[src/rtl/ccr_unit_pkg.sv]
// Shared definitions for the condition-code register: bit indices, jump codes
// and the ALU flag payload.
package ccr_unit_pkg;

  localparam int unsigned CCR_W = 4;

  localparam int unsigned CCR_Z = 0;
  localparam int unsigned CCR_N = 1;
  localparam int unsigned CCR_C = 2;
  localparam int unsigned CCR_V = 3;

  localparam int unsigned JC_W = 2;

  // Jump conditions; for the three flag tests the code equals the tested CCR bit index.
  typedef enum logic [JC_W-1:0] {
    JC_JZ  = 2'b00,
    JC_JN  = 2'b01,
    JC_JC  = 2'b10,
    JC_JMP = 2'b11
  } jmpCond_e;

  // ALU flags packed in CCR bit order (Z in bit 0).
  typedef struct packed {
    logic v;
    logic c;
    logic n;
    logic z;
  } aluFlags_t;

endpackage : ccr_unit_pkg

[src/rtl/ccr_stack.sv]
// LIFO of CCR snapshots for nested interrupts, with registered full/empty flags
// and a sticky overflow/underflow error.
module ccr_stack #(
  parameter int unsigned DEPTH = 2,
  parameter int unsigned W     = 4
) (
  input  logic         clk,
  input  logic         rst,
  input  logic         push,
  input  logic         pop,
  input  logic [W-1:0] din,
  output logic [W-1:0] dout,
  output logic         full,
  output logic         empty,
  output logic         err
);

  localparam int unsigned PW = $clog2(DEPTH + 1);
  localparam int unsigned AW = (DEPTH > 1) ? $clog2(DEPTH) : 1;

  logic [PW-1:0] ptr;
  logic [PW-1:0] ptrNext;
  logic [W-1:0]  mem [DEPTH];
  logic          doPush;
  logic          doPop;
  logic          errSet;

  // Pop has priority; a push that coincides with a pop is dropped without error.
  always_comb begin
    doPop   = pop && !empty;
    doPush  = push && !pop && !full;
    errSet  = (push && !pop && full) || (pop && empty);
    ptrNext = ptr;
    if (doPop) begin
      ptrNext = ptr - PW'(1);
    end else if (doPush) begin
      ptrNext = ptr + PW'(1);
    end
  end

  always_ff @(posedge clk or posedge rst) begin
    if (rst) begin
      ptr   <= '0;
      empty <= 1'b1;
      full  <= 1'b0;
      err   <= 1'b0;
    end else begin
      ptr   <= ptrNext;
      empty <= (ptrNext == '0);
      full  <= (ptrNext == PW'(DEPTH));
      err   <= err | errSet;
    end
  end

  // Storage needs no reset; contents are only read when the pointer is non-zero.
  always_ff @(posedge clk) begin
    if (doPush) begin
      mem[AW'(ptr)] <= din;
    end
  end

  assign dout = mem[AW'(ptr - PW'(1))];

endmodule : ccr_stack

[src/rtl/ccr_unit.sv]
// Condition-code register: masked flag latch, forwarded jump resolution with
// tested-flag clear, and interrupt save/restore through ccr_stack.
module ccr_unit
  import ccr_unit_pkg::*;
#(
  parameter int unsigned STACK_DEPTH = 2
) (
  input  logic             clk,
  input  logic             rst,
  input  logic             stall,
  input  logic [CCR_W-1:0] flag_we,
  input  logic             zero_in,
  input  logic             negative_in,
  input  logic             carry_in,
  input  logic             overflow_in,
  input  logic             clrc,
  input  logic             jmp_valid,
  input  logic [JC_W-1:0]  jmp_cond,
  input  logic             int_save,
  input  logic             int_restore,
  output logic [CCR_W-1:0] ccr,
  output logic             branch_taken,
  output logic             stack_full,
  output logic             stack_empty,
  output logic             stack_err
);

  aluFlags_t        flagIn;
  logic [CCR_W-1:0] ccrFwd;
  logic [CCR_W-1:0] ccrNext;
  logic [CCR_W-1:0] stackTop;
  jmpCond_e         cond;
  logic             stkPush;
  logic             stkPop;

  assign flagIn = '{v: overflow_in, c: carry_in, n: negative_in, z: zero_in};
  assign cond   = jmpCond_e'(jmp_cond);

  // Forwarding, jump decision and post-jump flag clear.
  always_comb begin
    ccrFwd = ccr;
    for (int i = 0; i < int'(CCR_W); i++) begin
      if (flag_we[i]) begin
        ccrFwd[i] = flagIn[i];
      end
    end
    if (clrc) begin
      ccrFwd[CCR_C] = 1'b0;
    end

    branch_taken = 1'b0;
    if (jmp_valid) begin
      case (cond)
        JC_JZ:   branch_taken = ccrFwd[CCR_Z];
        JC_JN:   branch_taken = ccrFwd[CCR_N];
        JC_JC:   branch_taken = ccrFwd[CCR_C];
        JC_JMP:  branch_taken = 1'b1;
        default: branch_taken = 1'b0;
      endcase
    end

    ccrNext = ccrFwd;
    if (branch_taken && (cond != JC_JMP)) begin
      ccrNext[jmp_cond] = 1'b0;
    end
  end

  // Restore wins over save; the stack drops a push that coincides with a pop.
  assign stkPop  = !stall && int_restore;
  assign stkPush = !stall && int_save;

  ccr_stack #(
    .DEPTH (STACK_DEPTH),
    .W     (CCR_W)
  ) u_stack (
    .clk   (clk),
    .rst   (rst),
    .push  (stkPush),
    .pop   (stkPop),
    .din   (ccrNext),
    .dout  (stackTop),
    .full  (stack_full),
    .empty (stack_empty),
    .err   (stack_err)
  );

  always_ff @(posedge clk or posedge rst) begin
    if (rst) begin
      ccr <= '0;
    end else if (!stall) begin
      if (int_restore && !stack_empty) begin
        ccr <= stackTop;
      end else begin
        ccr <= ccrNext;
      end
    end
  end

endmodule : ccr_unit

[config.mk]
export PLATFORM = sky130hd
export DESIGN_NAME = ccr_unit
export DESIGN_NICKNAME = d
export VERILOG_FILES = /design/src/rtl/ccr_unit_pkg.sv /design/src/rtl/ccr_stack.sv /design/src/rtl/ccr_unit.sv
export SDC_FILE = /design/constraint.sdc
export NUM_CORES = 1
export LEC_CHECK = 0
export CAP_MARGIN = 25
export CORE_AREA = 2 2 48 50
export CTS_CLUSTER_DIAMETER = 40
export CTS_CLUSTER_SIZE = 40
export DETAILED_ROUTE_END_ITERATION = 10
export DIE_AREA = 0 0 50 52
export HOLD_SLACK_MARGIN = 0.15
export PLACE_DENSITY = 0.73
export REMOVE_ABC_BUFFERS = 1
export SETUP_SLACK_MARGIN = 0.15
export SLEW_MARGIN = 25
export SYNTH_ARGS = -nofsm -noshare
export SYNTH_HDL_FRONTEND = slang
export SYNTH_SLANG_ARGS = --single-unit
[constraint.sdc]
create_clock -name clk -period 1.6 [get_ports clk]
set_input_delay 0.4 -clock clk [delete_from_list [all_inputs] [get_ports clk]]
set_output_delay 0.4 -clock clk [all_outputs]
set_load 0.05 [all_outputs]
After elaboration in Yosys (flattened, before gate mapping)
Memory sizes are Yosys's and may differ from the RTL's. Index checks and enable logic that the tools add are counted.

Flip-flop bits (word level): 9. Bits in writable memories: 8. Input port bits: 17. Memories: 1.

Memories: u_stack.mem (depth 2, bits a word 4, rd ports 1, clocked after Yosys merged registers in 0, write ports 1, RTL line ccr_stack.sv:23) `logic [W-1:0] mem [DEPTH];`.

Add/sub/neg operators: 2. Magnitude comparators: 2. Eq/ne operators: 5. Mux-type cells: 15. Bitwise logic cells: 3. Reductions and logical operators: 17.

Operators by type and width (count): 1-bit logical AND (10); 1-bit 2-to-1 mux (9); 4-bit 2-to-1 mux (2); 2-bit equality test (second input constant) (3); 4-bit AND (1); 1-bit logical NOT (4); 2-bit logical NOT (2); 2-bit 2-to-1 mux (2); 4-bit NOT (1); 1-bit case mux with 4 select lines (1); 2-bit by 3-bit less-than comparator with 1-bit output (second input constant) (1); 2-bit by 1-bit adder with 2-bit output (second input constant) (1); 1-bit demux with 2-bit select (1); 2-bit by 1-bit equality test with 1-bit output (second input constant) (1); 2-bit by 1-bit >= comparator with 1-bit output (second input constant) (1); 2-bit != test (second input constant) (1); 2-bit by 1-bit subtractor with 2-bit output (second input constant) (1); 1-bit logical OR (1); 1-bit bitwise OR (1).

Logic depth before layout (Yosys ltp)
Gate-level depths: netlist of the first run.

Depth in word-level cells: 8. Gate-level depth with buffers: 6. Gate-level depth less buffers: 5.

By module
A second synthesis of the first run with hierarchy kept.

Cell total of the unflattened synthesis: 79. Area total of the unflattened synthesis: 908.4 um^2.

By module, submodules not included: ccr_stack (times used 1, cells each 40, area each 561.8 um^2, seq. area each 366.6 um^2); ccr_unit (times used 1, cells each 39, area each 346.6 um^2, seq. area each 100.1 um^2).

Least setup slack after synthesis of the first run
Ideal clock, no wire load.

Kind: reg2out. Start point: reg ccr[0]. End point: out branch_taken. Arrival: 2157 ps. Data required time: 1200 ps. Setup slack: -957 ps. Cell stages (with the launch flop): 4. Buffers on the path: 0. Cells stage by stage: dfrtp_1 mux2_2 mux2i_1 a211oi_1.

Cells in the longest elaborated chain, start to end: 3.

Ends and longest elaborated chain: from (decl) (RTL line ccr_unit.sv:21) `output logic [CCR_W-1:0] ccr,`; from (signal assigned) (RTL line ccr_unit.sv:92) `ccr <= stackTop;`; from (signal assigned) (RTL line ccr_unit.sv:94) `ccr <= ccrNext;`; 1-bit 2-to-1 mux (RTL line ccr_unit.sv:43) `if (flag_we[i]) begin`; 1-bit case mux with 4 select lines (RTL line ccr_unit.sv:53) `case (cond)`; 1-bit 2-to-1 mux (RTL line ccr_unit.sv:52) `if (jmp_valid) begin`; to (decl) (RTL line ccr_unit.sv:22) `output logic branch_taken,`.

No other way between the ends.

Worst setup path after layout of the first run
Start point: reg ccr[2]. End point: out branch_taken.

Cells in the longest elaborated chain, start to end: 4.

Ends and longest elaborated chain: 1-bit 2-to-1 mux (RTL line ccr_unit.sv:43); 1-bit 2-to-1 mux (RTL line ccr_unit.sv:47) `if (clrc) begin`; 1-bit case mux with 4 select lines (RTL line ccr_unit.sv:53); 1-bit 2-to-1 mux (RTL line ccr_unit.sv:52).

No other way between the ends.

==> results_dict.tcl, run 1 <==
set metrics [dict create \
    htree_num_levels 1 \
    synth_seq_cells 17 \
    synth.yosys.seq_area_share 0.5027 \
    drt-vias-per-instance 5.066 \
    seq_power_share 0.317 \
    max_freq_ghz 0.5156 \
    fin_worst_skew_ps 1.002 \
    slew_violations 0 \
    layout_min_cycle_time_ps 1940 \
    max-cap-violations 0 \
    crit_path_max_fanout 2 \
    cp_data_required_time_ps 1200 \
    setup_slack_ps -339.5 \
    synth_commonest_cells "dfrtp_1, edfxtp_1, inv_1, nor2_1" \
    failing_checks "setup timing" \
    detailedPlace.worstSlack_ps -699.7 \
    maximum_vdd_ir_drop_v 0.001198 \
    syn-mean-instance-area_sq_um 12.06 \
    floorplan.die.width_um 50 \
    power.net_switching_uw 805.4 \
    combPwrFrac 0.574 \
    yosys_warnings 0 \
    first_global_vias 752 \
    min-delay-path-class "in -> async" \
    report.final.setup_viol 1 \
    grt_use_total 0.1807 \
    hold_bufs_inserted_after_cts 0 \
    worst-slew-pin-transition_ps 372.0 \
    io_buffer_count 24 \
    fin_tns_setup_ps -339.5 \
    p_per_area_nw_per_um2 1421 \
    post_drt_wl_per_cell_um 13.86 \
    synth_area_leader "edfxtp_1" \
    async_reset_ff_frac 0.5294 \
    floorplan.die_area_sq_um 2600 \
    die_height_um 52 \
    synth_top_cell_area_share 0.2588 \
    remaining_drc_errors 0 \
    areaGrowthSynthToFinish_pct 61.19 \
    power_frac_clock 0.109 \
    drt_iter0_markers 7 \
    path_class "reg -> out" \
    initial_antenna_violation_count 0 \
    rsz0062_at_grt "yes" \
    sum_of_overflow_across_all_layers_after_global_routing 0 \
    detailedPlacementHpwl_um 1584 \
    critPathArrivalTime_ps 1540 \
    status "finished with violations" \
    clk-insertion-delay-late_ps 300 \
    path_clk_slew_ps 90 \
    timing_hold_violations_final 0 \
    ys_dominant_reg_cell "edfxtp_1" \
    grt_max_degree 12 \
    postRouteAntennaNets 0 \
    end_kind "output pin" \
    cts.sink_count 17 \
    fp.coreArea_sq_um 2106 \
    floorplan.initialDensity 0.4409 \
    tritoncts "yes" \
    grt_first_pass_wirelength_um 3505 \
    fin_crit_sh 1.212 \
    swShare 0.3788 \
    cts_made_buffers 3 \
    rows 17 \
    antenna_cells 0 \
    leakagePower_nw 0.6690 \
    syn-instance-count 77 \
    first_pass_iters 4 \
    clock-root-buffer "clkbuf_4" \
    route.final.wire_length_um 2093 \
    critical_path.startpoint_type "flip-flop" \
    intPower_mw 1.321 \
    count_of_flip_flops_with_a_built_in_enable_after_synthesis 8 \
    gp_congestion 0.8105 \
    yosys.cell_types.count 33 \
    worst_slew_margin_rel 0.7517 \
    netlist_area_sq_um 928.4 \
    drive_gt1_frac 0.4146 \
    synth.top_cells.by_area "edfxtp_1, dfrtp_1, mux2_2, mux2i_1, a211oi_1" \
    final_net_count 143 \
    total_vias_in_the_final_route 765 \
    clockBufferDepth 2 \
    top_level_ports 25 \
]
state kept, by name (all words and copies together) (netlist names):
register	cells
ccr	4
u_stack.empty	1
u_stack.err	1
u_stack.full	1
u_stack.mem	8
u_stack.ptr	2
power by group through the flow:
stage | clock network, mW | logic (mW) | registers (mW)
finish | 0.232 | 1.22 | 0.674
global placement | 0 | 1.01 | 0.687
detailed placement | 0 | 1.03 | 0.695
floorplan | 0 | 0.326 | 0.879
CTS | 0.233 | 1.15 | 0.664
global route | 0.254 | 1.30 | 0.687
metrics by stage:
stage / area, sq um / util / hold slack, ps / instances / power (mW)
finish: 1496 / 0.7106 / 365.3 / 151 / 2.126
global route: 1496 / 0.7106 / 414.0 / 151 / 2.242
CTS: 1463 / 0.6946 / 385.3 / 151 / 2.048
detailed placement: 1378 / 0.6542 / 508.9 / 142 / 1.722
global placement: 1378 / 0.6542 / 491.7 / 142 / 1.693
floorplan: 909.6 / - / 227.2 / 75 / 1.205
critical path: stages (launching register included):
cell	delay, ps
dfrtp_1	390
mux2_4	290
a211oi_4	210
a211oi_2	70
buf_4	150
buf_12	140
layer usage:
metal	GRT usage	routed length [um]	up-vias
met5	0	0	-
met4	0.05556	33	0
met2	0.2829	1026	21
met3	0.04310	112	4
met1	0.2468	922	364
li1	-	-	376
path summary, 6_finish.rpt:
path	from	to	slack, ps	depth (start not counted)
worst max-delay path	ccr[2]$_DFFE_PP0N_	branch_taken	-340	5
worst min-delay path	rst	u_stack.err$_DFF_PP0_	370	2
worst max register to register	u_stack.full$_DFF_PP0_	u_stack.ptr[0]$_DFF_PP0_	120	7
worst min register to register	u_stack.ptr[1]$_DFF_PP0_	u_stack.empty$_DFF_PP1_	520	1
max in group asynchronous	rst	u_stack.empty$_DFF_PP1_	930	2
min in group clk	u_stack.ptr[1]$_DFF_PP0_	u_stack.empty$_DFF_PP1_	520	1
area by class of cell:
class	count	area, sq um
inverter	7	26.28
timing repair buffer	44	465.4
sequential	17	469.2
tap	28	35.03
clock buffer	4	26.28
fill	151	609.3
multi-input combinational	51	474.2
kinds of logic after synthesis:
| group | count (synthesis) | share of synthesized area |
|---|---|---|
| buffers and inverters | 9 | 0.04852 |
| AO/OA/AOI/OAI | 18 | 0.1415 |
| flip-flops | 17 | 0.5027 |
| multiplexers | 9 | 0.1078 |
| XOR/XNOR | 1 | 0.009436 |
| adder cells (fa/ha/maj) | 2 | 0.02695 |
| AND/OR/NAND/NOR | 21 | 0.1631 |
layout by cell type, fill, tap and decap left out, drive strengths merged, types with 3 or more instances in the layout:
cell type      instances
mux2                   5
clkdlybuf4s50          5
mux2i                  4
nor2                   7
buf                   28
dfrtp                  8
dlygate4sd2           10
a211oi                 4
a21oi                  3
clkbuf                 4
edfxtp                 8
inv                    7
what timing repair did:
item / 4_1_cts / 5_1_grt
gates resized for setup: 21 / 9
setup buffers: 5 / 0
setup endpoints to repair: 16 / 8
pin swaps: 6 / 5
Power figures use the tool's default switching activity.
==> run 2: changes to the inputs <==
CORE_AREA = 2 2 55 44   (was 2 2 48 50)
DIE_AREA = 0 0 57 46   (was 0 0 50 52)
HOLD_SLACK_MARGIN = unset   (was 0.15)
==> run 2 against run 1 <==
Net effect: the flow still finishes with violations (setup timing); total power shrank 0.86%; count of clock-buffer cells in the layout is the same; combinational power is essentially flat; first-iteration DRC count grew to 3.6 times the previous value; clock skew grew 3.7 ps; highest routed layer unchanged.
==> results_dict.tcl, run 2 (synthesis results as in run 1) <==
set metrics [dict create \
    critPathArrivalTime_ps 1430 \
    initial_antenna_violation_count 0 \
    drive_gt1_frac 0.4390 \
    timing.reg2reg.setup_slack_ps 90 \
    global_route.peak_usage_layer "met2" \
    first_pass_iters 4 \
    cts_made_buffers 3 \
    clk-insertion-delay-late_ps 290 \
    fin_crit_sh 1.144 \
    postRouteAntennaNets 0 \
    cp_data_required_time_ps 1200 \
    use_met3 0.06818 \
    rows 15 \
    drt_iter0_markers 25 \
    cpMaxStageDelayCell "dfrtp_1" \
    htree_num_levels 1 \
    fin_worst_skew_ps 4.721 \
    fin_cells 148 \
    path_clk_slew_ps 100 \
    largest_register_ff_count 8 \
    first_global_vias 773 \
    route.final.wire_length_um 2224 \
    timing_hold_violations_final 0 \
    max_freq_ghz 0.5462 \
    critical_path.startpoint_type "flip-flop" \
    maximum_vdd_ir_drop_v 0.001141 \
    path_class "reg -> out" \
    reg2reg_to "u_stack.full$_DFF_PP0_" \
    detailedPlacementHpwl_um 1630 \
    clock-root-buffer "clkbuf_4" \
    min-delay-path-class "in -> async" \
    tritoncts "yes" \
    end_kind "output pin" \
    drt-vias-per-instance 5.135 \
    hold_bufs_inserted_after_cts 0 \
    report.final.setup_viol 1 \
    layout_min_cycle_time_ps 1831 \
    slew_violations 0 \
    fin_tns_setup_ps -230.9 \
    layout_common_cells "buf_4, dlygate4sd2_1, buf_12, edfxtp_1, dfrtp_1" \
    floorplan.die.width_um 57 \
    failing_checks "setup timing" \
    use_met2 0.3264 \
    worst-slew-pin-transition_ps 402.4 \
    grt_first_pass_wirelength_um 3581 \
    sum_of_overflow_across_all_layers_after_global_routing 0 \
    max-cap-violations 0 \
    p_per_area_nw_per_um2 1417 \
    layout_top_registers "u_stack.mem: 8 flops, ccr: 4 flops, u_stack.ptr: 2 flops" \
    areaGrowthSynthToFinish_pct 60.24 \
    io_buffer_count 24 \
    setup_slack_ps -230.9 \
    r2r-start "u_stack.full$_DFF_PP0_" \
    post_drt_wl_per_cell_um 15.03 \
    floorplan.initialDensity 0.4339 \
    grt_max_degree 12 \
    max_flop_register "u_stack.mem" \
    placedCellCount 140 \
    antenna_cells 0 \
    die_height_um 46 \
    fp.coreArea_sq_um 2140 \
    cts.sink_count 17 \
    path_cells "mux2_4 > mux2i_2 > a211oi_2 > buf_12" \
    critical-path-max-stage-delay_ps 400 \
    worst_slew_margin_rel 0.7306 \
    timing.hold.ws_ps 376.2 \
    rsz0062_at_grt "yes" \
    leakagePower_nw 0.6685 \
    status "finished with violations" \
    top_level_ports 25 \
    floorplan.die_area_sq_um 2622 \
    final_net_count 143 \
    gp_congestion 0.7507 \
    most_common_library_cell_in_the_layout_ignoring_fill_and_taps "buf_4" \
    crit_path_max_fanout 2 \
    remaining_drc_errors 0 \
    grt_use_total 0.1892 \
    groute.layer.met1.usage 0.2264 \
    clockBufferDepth 2 \
    ff2ff_path_depth 5 \
    num-fill-cells 171 \
    total_vias_in_the_final_route 760 \
]
[run 2: cell type report]
type                    instances  area, sq um  share of cell area
repair buffers                 44        462.9              0.3112
inverters                       7        26.28             0.01766
flip-flops and latches         17        467.9              0.3145
multi-input cells              51        473.0              0.3179
well taps                      25        31.28             0.02103
clock buffers                   4        26.28             0.01766
[run 2: worst max-delay path: cells and delay by family, from the launching register on]
kind	cells	cell delay (ps)
AOI/OAI and AO/OA	1	120
buffers and inverters	1	160
DFF	1	400
muxes	2	470
[run 2: stage by stage]
stage / util / setup WS [ps] / power, mW / area, sq um
2_1_floorplan: - / -957.1 / 1.205 / 909.6
3_3_place_gp: 0.6456 / -498.4 / 1.699 / 1381
3_5_place_dp: 0.6456 / -528.1 / 1.725 / 1381
4_1_cts: 0.6778 / -252.1 / 2.043 / 1450
5_1_grt: 0.6953 / -292.6 / 2.213 / 1488
6_report: 0.6953 / -230.9 / 2.108 / 1488
[run 2: routing by layer]
| metal | share of wire | routed length, um |
|---|---|---|
| met1 | 0.42 | 937 |
| met2 | 0.53 | 1189 |
| met3 | 0.036 | 81 |
| met4 | 0.0067 | 15 |
| met5 | 0 | 0 |
[run 2: power by group]
group	internal (mW)	switching [mW]	total (mW)
clock network	0.0971	0.132	0.229
logic	0.634	0.595	1.23
registers	0.575	0.0750	0.650
total	1.31	0.802	2.11
[run 2: how the worst max path moves through the flow]
| stage | startpoint | to | slack (ps) | cells past startpoint |
|---|---|---|---|---|
| finish | ccr[0]$_DFFE_PP0N_ | branch_taken | -230 | 4 |
| global route | ccr[0]$_DFFE_PP0N_ | branch_taken | -290 | 4 |
| CTS | ccr[0]$_DFFE_PP0N_ | branch_taken | -250 | 4 |
| detailed placement | flag_we[1] | branch_taken | -530 | 5 |
| global placement | flag_we[2] | branch_taken | -500 | 5 |
| floorplan | ccr[0]$_DFFE_PP0N_ | branch_taken | -960 | 3 |
[run 2: timing repair]
action                                  CTS  global route
buffers inserted                          4             0
resized for setup                        21            10
endpoints found under the setup margin   16             8
pin swaps                                 6             7
cloned                                    0             0
==> run 3: changes to the inputs <==
GPL_TIMING_DRIVEN = 0   (was unset)
TNS_END_PERCENT = 20   (was unset)
==> run 3 against run 2 <==
Net effect: the run still ends with setup timing left; hold slack worse by 16 ps; total power is 13% lower; wire length is 12% lower; sequential share of layout area is 5.0 points higher; final cell count is 6.8% lower; combinational power is 23% lower; clock skew is 5.6 ps higher; worst setup slack better by 19 ps; register-to-register slack better by 100 ps; critical endpoint unchanged.
==> results_dict.tcl, run 3 (synthesis results as in run 1) <==
set metrics [dict create \
    drt_iter0_markers 14 \
    critical-path-max-stage-delay_ps 410 \
    grt_first_pass_wirelength_um 3146 \
    reg2reg_to "u_stack.empty$_DFF_PP1_" \
    layout_min_cycle_time_ps 1812 \
    detailedPlace.worstSlack_ps -1023 \
    final_core_util 0.6000 \
    grt_use_total 0.1674 \
    rsz0062_at_grt "yes" \
    maximum_vdd_ir_drop_v 0.0008551 \
    max_freq_ghz 0.5518 \
    most_common_library_cell_in_the_layout_ignoring_fill_and_taps "buf_4" \
    fp.coreArea_sq_um 2140 \
    min-delay-path-class "in -> async" \
    path_class "reg -> out" \
    num-fill-cells 180 \
    tritoncts "yes" \
    clk-insertion-delay-late_ps 300 \
    status "finished with violations" \
    total_vias_in_the_final_route 722 \
    crit_path_max_fanout 3 \
    floorplan.die.width_um 57 \
    path_clk_slew_ps 110 \
    max_flop_register "u_stack.mem" \
    detailedPlacementHpwl_um 1335 \
    r2r-start "u_stack.full$_DFF_PP0_" \
    use_met3 0.06534 \
    timing.reg2reg.setup_slack_ps 190 \
    placedCellCount 124 \
    p_per_area_nw_per_um2 1422 \
    slew_violations 0 \
    largest_register_ff_count 8 \
    use_met2 0.2897 \
    die_height_um 46 \
    worst-slew-pin-transition_ps 485.0 \
    drt-vias-per-instance 5.232 \
    hold_bufs_inserted_after_cts 0 \
    floorplan.die_area_sq_um 2622 \
    drive_gt1_frac 0.3540 \
    critPathArrivalTime_ps 1410 \
    layout_common_cells "buf_4, dlygate4sd2_1, edfxtp_1" \
    cts_made_buffers 3 \
    first_pass_iters 4 \
    fin_worst_skew_ps 10.27 \
    top_level_ports 25 \
    failing_checks "setup timing" \
    stdcell_area_sq_um 1284 \
    report.final.setup_viol 2 \
    grt_max_degree 13 \
    io_buffer_count 24 \
    ff2ff_path_depth 6 \
    clockBufferDepth 2 \
    placed_cell_area_sq_um 1181 \
    fin_cells 138 \
    floorplan.initialDensity 0.4339 \
    cpMaxStageDelayCell "dfrtp_1" \
    post-layout-total-power_mw 1.825 \
    global_route.peak_usage_layer "met2" \
    first_global_vias 707 \
    path_cells "mux2_4 > mux2i_1 > a211oi_2 > buf_6" \
    remaining_drc_errors 0 \
    timing_hold_violations_final 0 \
    setup_slack_ps -212.2 \
    rows 15 \
    layout_top_registers "u_stack.mem: 8 flops, ccr: 4 flops, u_stack.ptr: 2 flops" \
    fin_tns_setup_ps -240.4 \
    clock-root-buffer "clkbuf_4" \
    initial_antenna_violation_count 0 \
    final_net_count 133 \
    max-cap-violations 0 \
    areaGrowthSynthToFinish_pct 38.27 \
    sum_of_overflow_across_all_layers_after_global_routing 0 \
    gp_congestion 0.7600 \
    route.final.wire_length_um 1967 \
    fin_crit_sh 1.133 \
    worst_slew_margin_rel 0.6780 \
    postRouteAntennaNets 0 \
    groute.layer.met1.usage 0.1940 \
    post_drt_wl_per_cell_um 14.25 \
    timing.hold.ws_ps 360.4 \
    critical_path.startpoint_type "flip-flop" \
    htree_num_levels 1 \
    cp_data_required_time_ps 1200 \
    end_kind "output pin" \
    antenna_cells 0 \
    cts.sink_count 17 \
    leakagePower_nw 0.5859 \
]
-- run 3: where the power goes --
group	internal (mW)	switching (mW)
clock	0.0932	0.143
combinational	0.410	0.531
sequential	0.575	0.0722
total	1.08	0.746
-- run 3: what timing repair did --
item,in CTS,in global routing
pin swaps,6,3
buffers inserted,10,0
endpoints found under the hold margin,0,0
endpoints found under the setup margin,21,12
gates resized for setup,61,10
-- run 3: area by class of cell --
cell class	instances	area (sq um)	share of cell area
repair buffers	34	280.3	0.2183
clock buffers	3	22.52	0.01754
multi-input cells	51	450.4	0.3509
clock inverters	1	5.005	0.003899
inverters	7	26.28	0.02047
well taps	25	31.28	0.02437
flip-flops and latches	17	467.9	0.3645
-- run 3: worst max-delay path by stage --
stage / end / slack, ps / startpoint / depth (start not counted)
detailed placement: branch_taken / -1020 / flag_we[1] / 5
global route: branch_taken / -280 / ccr[0]$_DFFE_PP0N_ / 4
CTS: branch_taken / -220 / ccr[0]$_DFFE_PP0N_ / 4
global placement: branch_taken / -1020 / flag_we[1] / 5
finish: branch_taken / -210 / ccr[0]$_DFFE_PP0N_ / 4
floorplan: branch_taken / -960 / ccr[0]$_DFFE_PP0N_ / 3
-- run 3: critical path, delay by kind of cell, from the launching register on --
kind	cells	cell delay, ps
compound gates	1	90
mux	2	440
flops	1	410
buf+inv	1	160
-- run 3: layer usage --
layer  routed length, um  vias to the layer above
met5                   0                        -
met4                  36                        0
met3                  87                        6
met2                 967                       14
met1                 876                      349
li1                    -                      353
==> RTL change, RTL diff (config.mk and constraints of run 2) <==
Put a register stage on the output `stack_err`, without a reset. The value now appears one clock later. The other outputs are not delayed to match.
--- a/src/rtl/ccr_unit.sv
+++ b/src/rtl/ccr_unit.sv
@@ -25,4 +25,6 @@
   output logic             stack_err
 );
+
+  logic stack_err_d;
 
   aluFlags_t        flagIn;
@@ -82,5 +84,5 @@
     .full  (stack_full),
     .empty (stack_empty),
-    .err   (stack_err)
+    .err   (stack_err_d)
   );
 
@@ -97,4 +99,8 @@
   end
 
+  always_ff @(posedge clk) begin
+    stack_err <= stack_err_d;
+  end
+
 endmodule : ccr_unit
 
Function: changed (a bounded check fails within 4 cycles, from zero or initial values and one cycle with rst high).
==> RTL change against run 2 <==
  * The flow still finishes with violations (negative setup slack)
  * Maximum frequency is 4.5% lower
  * Cell area grew 4.0%
  * Cell count rose by 2.7%
  * Worst setup slack lost 0.087 ns
  * Area after synthesis rose by 2.2%
  * Routed wire length decreased by 5.4%
  * Sequential cell count up 1
  * Total power grew 2.0%
  * Clock skew down 0.0016 ns
  * First-iteration DRC count shrank 48%
==> RTL change: results (changes against run 2) <==
Finish-stage setup viols=1 (unchanged); Routed WL=2100 µm (-5.4%); Synth Instances=78 (+1.3%); Setup WS post-layout=-0.318 ns (-0.0867 ns); CP endpoint=branch_taken; Max H-tree Level=1 (unchanged); Placed Instance Area=1400 µm² (+1.4%); Placed Cells=141 (+0.71%); critical path launch point=ccr[2]$_DFFE_PP0N_; library cells used by synthesis=34 (+3.0%); synth top area cells=edfxtp_1 (25%), dfrtp_1 (21%), mux2_2 (4.7%); gr usage total=0.180 (-0.00919); violated checks=negative setup slack; register area share after synthesis=0.513 (+0.0105); 1st-iter DRT viols=13 (-48%); fill count=138 (-19%); pin count of the biggest net entering global routing=12 (unchanged); setup TNS=-0.318 ns (-0.0867 ns); vias in the first global route=792 (+2.5%); Crit path max-delay family=flip-flops; Routed WL per cell=13.8 µm (-7.9%); status=complete, but fails checks; comb pwr=1.19 mW (-3%); Hold WS=0.380 ns (+0.00338 ns); share of layout cells above drive strength 1=0.441 (+0.00192); Final Wtd Congestion=0.720 (-4.1%); Placement Setup Slack=-0.598 ns (-0.0694 ns); first-pass GRT wire length=3440 µm (-4.0%); Nets=147 (+2.8%); Leakage=0.699 nW (+4.6%); worst-margin pin slew=0.397 ns (-0.00533 ns); switching pwr=0.808 mW (+0.79%); CTS Buf Count=3 (unchanged); GRT overflow=0 (unchanged); post-DP HPWL=1510 µm (-7.2%); Ant. Diodes=0 (unchanged); worst skew pair latency=around 0.30 ns; ys async rst share=0.500 (-0.0294); HP Class=in -> async; Worst Skew=0.00315 ns (-0.00157 ns); Crit path largest cell delay=0.40 ns (about the same); Reg power frac=0.335 (+0.027); P_int=1.34 mW (+2.7%); reg2reg end=u_stack.empty$_DFF_PP1_; Avg Vias per Cell=5.11 (-0.58%); Peak VDD IR=0.000942 V (-17%)
-- RTL change: timing repair --
action | in CTS | in global routing
pin swaps | 6 | 6
endpoints found under the setup margin | 17 | 13
cloned | 0 | 0
buffers inserted | 5 | 2
gates resized for setup | 18 | 14
hold buffers | 0 | 0
-- RTL change: cell families (layout without fill, tap and decap cells) --
family,after synthesis,after routing,synth area share
simple gates,21,21,0.160
compound gates,18,18,0.139
flops,18,18,0.513
mux,9,9,0.106
buf+inv,9,58,0.0475
fa+ha+maj,2,2,0.0264
xor+xnor,1,1,0.00924
-- RTL change: cell type report --
class / count / area, µm² / share of cell area
Inverter: 7 / 26.3 / 0.0170
Multi-Input combinational cell: 51 / 473 / 0.306
Clock buffer: 4 / 26.3 / 0.0170
Sequential cell: 18 / 489 / 0.316
Timing Repair Buffer: 47 / 502 / 0.324
Tap cell: 25 / 31.3 / 0.0202
-- RTL change: per-layer routing --
layer,share of wire,GRT usage
met1,0.49,0.229
met2,0.46,0.297
met3,0.039,0.0597
met4,0.013,0.0558
met5,0,0
